File: src/rtl/countdown_timer_pkg.sv
// Shared definitions for the countdown timer: state encoding, prescaler
// sizing, BCD helpers and the seven-segment decode table.
package countdown_timer_pkg;

    localparam int PRESC_W          = 26;
    localparam int TICK_DIV_DEFAULT = 50000000;

    typedef enum logic [1:0] {
        ST_IDLE  = 2'b00,
        ST_RUN   = 2'b01,
        ST_PAUSE = 2'b10,
        ST_DONE  = 2'b11
    } state_e;

    function automatic logic [3:0] clamp_digit(input logic [3:0] d);
        logic [3:0] r;
        if (d > 4'd9) begin
            r = 4'd9;
        end else begin
            r = d;
        end
        return r;
    endfunction

    // Two-digit BCD decrement that saturates at 00 instead of wrapping.
    function automatic logic [7:0] bcd_dec(input logic [7:0] v);
        logic [7:0] r;
        if (v == 8'h00) begin
            r = 8'h00;
        end else if (v[3:0] == 4'd0) begin
            r = {v[7:4] - 4'd1, 4'd9};
        end else begin
            r = {v[7:4], v[3:0] - 4'd1};
        end
        return r;
    endfunction

    // Active-low segments, index 0 = a ... index 6 = g; non-BCD codes blank.
    function automatic logic [0:6] seg7_decode(input logic [3:0] d);
        logic [0:6] s;
        case (d)
            4'd0:    s = 7'b0000001;
            4'd1:    s = 7'b1001111;
            4'd2:    s = 7'b0010010;
            4'd3:    s = 7'b0000110;
            4'd4:    s = 7'b1001100;
            4'd5:    s = 7'b0100100;
            4'd6:    s = 7'b0100000;
            4'd7:    s = 7'b0001111;
            4'd8:    s = 7'b0000000;
            4'd9:    s = 7'b0000100;
            default: s = 7'b1111111;
        endcase
        return s;
    endfunction

endpackage

File: src/rtl/countdown_timer_if.sv
// Control and display bundle between the countdown timer and its user.
interface countdown_timer_if;

    logic       Load;
    logic [7:0] LoadVal;
    logic       Start;
    logic       Pause;
    logic [7:0] Count;
    logic       Running;
    logic       Done;
    logic       Tick;
    logic [0:6] HEX0;
    logic [0:6] HEX1;

    modport master (
        output Load, LoadVal, Start, Pause,
        input  Count, Running, Done, Tick, HEX0, HEX1
    );

    modport slave (
        input  Load, LoadVal, Start, Pause,
        output Count, Running, Done, Tick, HEX0, HEX1
    );

endinterface

File: src/rtl/countdown_timer_bcd_to_seg7.sv
// One BCD digit to an active-low seven-segment pattern (a..g on [0:6]).
module bcd_to_seg7
    import countdown_timer_pkg::*;
(
    input  logic [3:0] bcd_i,
    output logic [0:6] seg_o
);

    assign seg_o = seg7_decode(bcd_i);

endmodule

File: src/rtl/countdown_timer.sv
// Two-digit BCD countdown timer with prescaled step, pause/resume and
// seven-segment display of the current value.
module countdown_timer
    import countdown_timer_pkg::*;
#(
    parameter int TICK_DIV = TICK_DIV_DEFAULT
) (
    input  logic               CLOCK_50,
    input  logic               Clr,
    countdown_timer_if.slave   bus
);

    localparam logic [PRESC_W-1:0] TICK_LAST = PRESC_W'(TICK_DIV - 1);

    state_e             state_q, state_d;
    logic [7:0]         count_q, count_d;
    logic [PRESC_W-1:0] presc_q, presc_d;
    logic               tick_s;
    logic [7:0]         dec_s;
    logic [0:6]         hex0_s, hex1_s;

    assign tick_s = (state_q == ST_RUN) && (presc_q == TICK_LAST);
    assign dec_s  = bcd_dec(count_q);

    // Next-state, next-count and prescaler control in priority order.
    always_comb begin
        state_d = state_q;
        count_d = count_q;
        presc_d = presc_q;
        if (bus.Load && (state_q != ST_RUN)) begin
            count_d = {clamp_digit(bus.LoadVal[7:4]), clamp_digit(bus.LoadVal[3:0])};
            state_d = ST_IDLE;
            presc_d = '0;
        end else begin
            case (state_q)
                ST_IDLE: begin
                    presc_d = '0;
                    if (bus.Start) begin
                        if (count_q == 8'h00) begin
                            state_d = ST_DONE;
                        end else begin
                            state_d = ST_RUN;
                        end
                    end else begin
                        state_d = ST_IDLE;
                    end
                end
                ST_RUN: begin
                    // Pause beats a coinciding Tick: the prescaler keeps its
                    // value so the pending step fires right after resume.
                    if (bus.Pause) begin
                        state_d = ST_PAUSE;
                    end else if (tick_s) begin
                        presc_d = '0;
                        count_d = dec_s;
                        if (dec_s == 8'h00) begin
                            state_d = ST_DONE;
                        end else begin
                            state_d = ST_RUN;
                        end
                    end else begin
                        presc_d = presc_q + {{(PRESC_W-1){1'b0}}, 1'b1};
                    end
                end
                ST_PAUSE: begin
                    if (bus.Start && !bus.Pause) begin
                        state_d = ST_RUN;
                    end else begin
                        state_d = ST_PAUSE;
                    end
                end
                ST_DONE: begin
                    presc_d = '0;
                    count_d = 8'h00;
                end
                default: begin
                    state_d = ST_IDLE;
                    count_d = 8'h00;
                    presc_d = '0;
                end
            endcase
        end
    end

    // State, count and prescaler registers with asynchronous clear.
    always_ff @(posedge CLOCK_50 or posedge Clr) begin
        if (Clr) begin
            state_q <= ST_IDLE;
            count_q <= 8'h00;
            presc_q <= '0;
        end else begin
            state_q <= state_d;
            count_q <= count_d;
            presc_q <= presc_d;
        end
    end

    bcd_to_seg7 u_seg_units (
        .bcd_i (count_q[3:0]),
        .seg_o (hex0_s)
    );

    bcd_to_seg7 u_seg_tens (
        .bcd_i (count_q[7:4]),
        .seg_o (hex1_s)
    );

    assign bus.Count   = count_q;
    assign bus.Running = (state_q == ST_RUN);
    assign bus.Done    = (state_q == ST_DONE);
    assign bus.Tick    = tick_s;
    assign bus.HEX0    = hex0_s;
    assign bus.HEX1    = hex1_s;

endmodule

File: src/flat_wrapper.sv
// flat-port wrapper written by rule: the top's interface ports become plain ports
module countdown_timer_flat import countdown_timer_pkg::*;
#(
    parameter int TICK_DIV = TICK_DIV_DEFAULT
)
  (CLOCK_50, Clr, bus_Load, bus_LoadVal, bus_Start, bus_Pause, bus_Count, bus_Running, bus_Done, bus_Tick, bus_HEX0, bus_HEX1);
  countdown_timer_if bus_i ();
  input  logic CLOCK_50;
  input  logic Clr;
  input wire logic [$bits(bus_i.Load)-1:0] bus_Load;
  input wire logic [$bits(bus_i.LoadVal)-1:0] bus_LoadVal;
  input wire logic [$bits(bus_i.Start)-1:0] bus_Start;
  input wire logic [$bits(bus_i.Pause)-1:0] bus_Pause;
  output wire logic [$bits(bus_i.Count)-1:0] bus_Count;
  output wire logic [$bits(bus_i.Running)-1:0] bus_Running;
  output wire logic [$bits(bus_i.Done)-1:0] bus_Done;
  output wire logic [$bits(bus_i.Tick)-1:0] bus_Tick;
  output wire logic [$bits(bus_i.HEX0)-1:0] bus_HEX0;
  output wire logic [$bits(bus_i.HEX1)-1:0] bus_HEX1;
  assign bus_i.Load = bus_Load;
  assign bus_i.LoadVal = bus_LoadVal;
  assign bus_i.Start = bus_Start;
  assign bus_i.Pause = bus_Pause;
  assign bus_Count = bus_i.Count;
  assign bus_Running = bus_i.Running;
  assign bus_Done = bus_i.Done;
  assign bus_Tick = bus_i.Tick;
  assign bus_HEX0 = bus_i.HEX0;
  assign bus_HEX1 = bus_i.HEX1;
  countdown_timer #(.TICK_DIV(TICK_DIV)) u_core (.CLOCK_50(CLOCK_50), .Clr(Clr), .bus(bus_i));
endmodule
File: config.mk
export PLATFORM = sky130hd
export DESIGN_NAME = countdown_timer_flat
export DESIGN_NICKNAME = d
export VERILOG_FILES = /design/src/rtl/countdown_timer_pkg.sv /design/src/rtl/countdown_timer_if.sv /design/src/rtl/countdown_timer_bcd_to_seg7.sv /design/src/rtl/countdown_timer.sv /design/src/flat_wrapper.sv
export SDC_FILE = /design/constraint.sdc
export NUM_CORES = 1
export LEC_CHECK = 0
export BUFFER_PORTS_ARGS = -buffer_cell sky130_fd_sc_hd__buf_2
export CORE_ASPECT_RATIO = 0.9
export CORE_MARGIN = 1
export CORE_UTILIZATION = 59
export CTS_BUF_LIST = sky130_fd_sc_hd__clkbuf_2 sky130_fd_sc_hd__clkbuf_4 sky130_fd_sc_hd__clkbuf_8
export DETAILED_ROUTE_END_ITERATION = 6
export GPL_TIMING_DRIVEN = 0
export HOLD_SLACK_MARGIN = 0.15
export MAX_ROUTING_LAYER = met4
export PLACE_DENSITY_LB_ADDON = 0.1
export SLEW_MARGIN = 20
export SYNTH_ARGS = -nofsm -noshare
export SYNTH_HDL_FRONTEND = slang
export SYNTH_SLANG_ARGS = --single-unit
File: constraint.sdc
create_clock -name CLOCK_50 -period 2.62 [get_ports CLOCK_50]
set_input_delay 0.131 -clock CLOCK_50 [delete_from_list [all_inputs] [get_ports CLOCK_50]]
set_output_delay 0.131 -clock CLOCK_50 [all_outputs]
set_load 0.05 [all_outputs]
==> impl_metrics.env <==
export IMPL_syn_inst=313
export IMPL_finalSetupViolCount=0
export IMPL_grt_pass1_vias=2202
export IMPL_rsz0062_at_grt="no"
export IMPL_htreeDepth=2
export IMPL_drive_gt1_frac=0.194
export IMPL_power_density_nw_per_um2=1240
export IMPL_grt_start_max_net_pins=37
export IMPL_crit_chain="inv_1 -> ha_2 -> clkbuf_2 -> nand2_1 -> nor4_1 -> nand3_1 -> nor4_4 -> buf_4"
export IMPL_core_area_um2=4160
export IMPL_post_route_util=0.731
export IMPL_switching_share=0.584
export IMPL_switching_power_mw=2.21
export IMPL_drt_iter0_drc=164
export IMPL_clock_sinks=36
export IMPL_power_leakage_nw=1.40
export IMPL_yosysTopAreaCellShare=0.344
export IMPL_nNetsFinal=388
export IMPL_cts_tree="done"
export IMPL_avgSynthCellArea_um2=8.37
export IMPL_p_comb_frac=0.686
export IMPL_slowest_delay_ns=0.40
export IMPL_detail_route_antenna_nets=0
export IMPL_synth_area_um2=2620
export IMPL_synth_ff_type="dfrtp_1"
export IMPL_status="finished clean"
export IMPL_hold_viol=0
export IMPL_drc=0
export IMPL_drt_pass1_iter_count=4
export IMPL_root_buffer="clkbuf_8"
export IMPL_port_buffers=37
export IMPL_relSlewSlack=0.500
export IMPL_path_max_fanout=10
export IMPL_grtUsageTotal=0.279
export IMPL_max_cap_violations=0
export IMPL_drv_slew=0
export IMPL_hold_class="input pin to flip-flop"
export IMPL_grt_overflow_total=0
export IMPL_max_clock_freq_mhz=408
export IMPL_worst_pin_slew_ns=0.749
export IMPL_area_delta_synth_final_pct=16.0
export IMPL_sequentialPowerShare=0.202
export IMPL_peakVddDrop_uv=1410
export IMPL_dieArea_um2=4710
export IMPL_synth_nets=341
export IMPL_vias_per_cell=5.67
export IMPL_num_rows=22
export IMPL_finalCritPeriodShare=0.935
export IMPL_worstPathRequired_ns=2.49
export IMPL_worstSetupPathType="flip-flop to primary output"
export IMPL_post_dp_hpwl_um=4300
export IMPL_yosys_area_top_type="dfrtp_1"
export IMPL_ys_top_cells_by_area="dfrtp_1, ha_1, xor2_1"
export IMPL_yosysSeqAreaShare=0.344
export IMPL_fin_skew_ns=0.00658
export IMPL_crit_slowest_cell="dfrtp_1"
export IMPL_cp_data_arrival_time_ns=2.32
export IMPL_yosys_warnings=0
export IMPL_num_vias=2389
export IMPL_finalSetupTns_ns=0
export IMPL_n_antenna_cell=0
export IMPL_die_h_um=65.2
export IMPL_holdWs_ns=0.173
export IMPL_start_util=0.631
export IMPL_cts_buffer_depth=2
export IMPL_antenna_found_initial=0
export IMPL_p_int_mw=1.58
export IMPL_wirelength_um=5920
export IMPL_gp_congestion=0.847
export IMPL_grt_first_pass_wirelength_um=10100
export IMPL_yosysUniqueCellTypes=52
export IMPL_ioPinCount=38
export IMPL_wl_per_cell_um=14.0
export IMPL_end_kind="primary output"
export IMPL_p_clk_frac=0.113
export IMPL_synth_async_reset_ratio=1.00
export IMPL_die_w_um=72.3
export IMPL_cts_buffers=5
export IMPL_synth_edf_count=0
export IMPL_path_clk_slew_ns=0.07
export IMPL_insertion_delay_ns=0.29
export IMPL_min_period_ns=2.45
export IMPL_ys_ff_latch=36
export IMPL_startpoint_type="flip-flop"
power groups by stage:
stage	clock network, mW	registers (mW)	logic, mW
after floorplan	0	0.959	1.83
after global placement	0	0.766	2.53
after detailed placement	0	0.768	2.56
after CTS	0.430	0.758	2.58
after global routing	0.451	0.778	2.80
final	0.427	0.763	2.59
logic make-up (layout without fill, tap and decap cells):
logic type      count (synthesis)  count (layout)  synth area share
compound gates                 62              62             0.142
xor+xnor                       22              22            0.0735
fa+ha+maj                      15              15            0.0716
buf+inv                        29              77            0.0468
flops                          36              36             0.344
mux                             8               8            0.0320
simple gates                  141             141             0.290
worst paths after layout:
check	from	endpoint	slack [ns]	depth (start not counted)
worst min-delay path	bus_LoadVal[6]	u_core.bus.Count[6]$_DFFE_PP0P_	0.17	3
worst max register to register	u_core.state_q[0]$_DFFE_PP0P_	u_core.presc_q[11]$_DFFE_PP0P_	0.35	8
worst max-delay path	u_core.state_q[1]$_DFFE_PP0P_	bus_Tick	0.17	8
worst min register to register	u_core.presc_q[2]$_DFFE_PP0P_	u_core.presc_q[2]$_DFFE_PP0P_	0.55	1
max in group asynchronous	Clr	u_core.presc_q[24]$_DFFE_PP0P_	1.63	3
min in group asynchronous	Clr	u_core.presc_q[3]$_DFFE_PP0P_	0.51	3
flip-flops by register name, indices dropped and copies added, names as in the netlist:
name and cells:
u_core.state_q 2, u_core.presc_q 26, u_core.bus.Count 8
critical path: cells and delay by family (launching register included):
kind / cells / cell delay [ns]
simple gates: 4 / 0.77
buf+inv: 3 / 0.60
flops: 1 / 0.40
fa+ha+maj: 1 / 0.26
metal layers:
metal	GRT usage	up-vias	wire length, µm
met1	0.395	1104	2950
met2	0.417	75	2570
met3	0.0429	8	325
li1	-	1202	-
met4	0.0784	0	65
met5	-	-	0
cell usage in the layout, fill, tap and decap left out, types with 3 or more instances in the layout:
master,instances
a21oi_1,22
a221oi_1,3
a31oi_1,3
and2_1,5
and3_1,6
buf_2,41
clkbuf_1,5
clkbuf_8,6
dfrtp_1,36
dlygate4sd3_1,3
ha_1,14
inv_1,15
mux2_2,3
mux2i_1,5
nand2_1,21
nand2b_1,6
nand3_1,16
nand4_1,16
nor2_1,42
nor2b_1,3
nor3_1,3
o21ai_0,18
o22ai_1,4
xor2_1,21
repair_timing:
action,4_1_cts,5_1_grt
setup endpoints to repair,1,3
gates resized for setup,1,5
setup buffers,0,0
pin swaps,0,0
endpoints found under the hold margin,38,0
hold buffers,3,0
Yosys cell counts, types with 2 or more instances:
master and number:
nor3b_1 3, nand4_1 16, nor3_1 3, and4_1 2
nand2_1 21, nor2b_1 3, mux2i_1 5, mux2_2 3
o21ai_0 18, o22ai_1 4, a211oi_1 3, a221oi_1 3
nand2b_1 6, or2_2 2, ha_1 15, xor2_1 21
nor4_1 2, a31oi_1 3, dfrtp_1 36, nand3b_1 2
inv_1 16, nand3_1 16, and2_1 5, and3_1 6
a21oi_1 22, clkbuf_1 6, nor2_1 42, buf_2 5
through the flow:
stage          std cells  setup slack (ns)  instance area (µm²)  power [mW]
3_5_place_dp         410             0.198                 2900        3.33
3_3_place_gp         410             0.266                 2900        3.29
5_1_grt              421            0.0220                 3040        4.03
4_1_cts              421            0.0981                 3030        3.77
2_1_floorplan        313            0.0802                 2640        2.79
6_report             421             0.169                 3040        3.78
final cells by class:
cell class,count,area (µm²)
buffer,13,63.8
clock buffer,7,90.1
clock inverter,1,7.51
fill,334,1120
inverter,16,60.1
multi-input combinational,248,1630
sequential,36,901
tap,60,75.1
timing repair buffer,40,218
No activity file was read; power rests on OpenSTA's default activity.
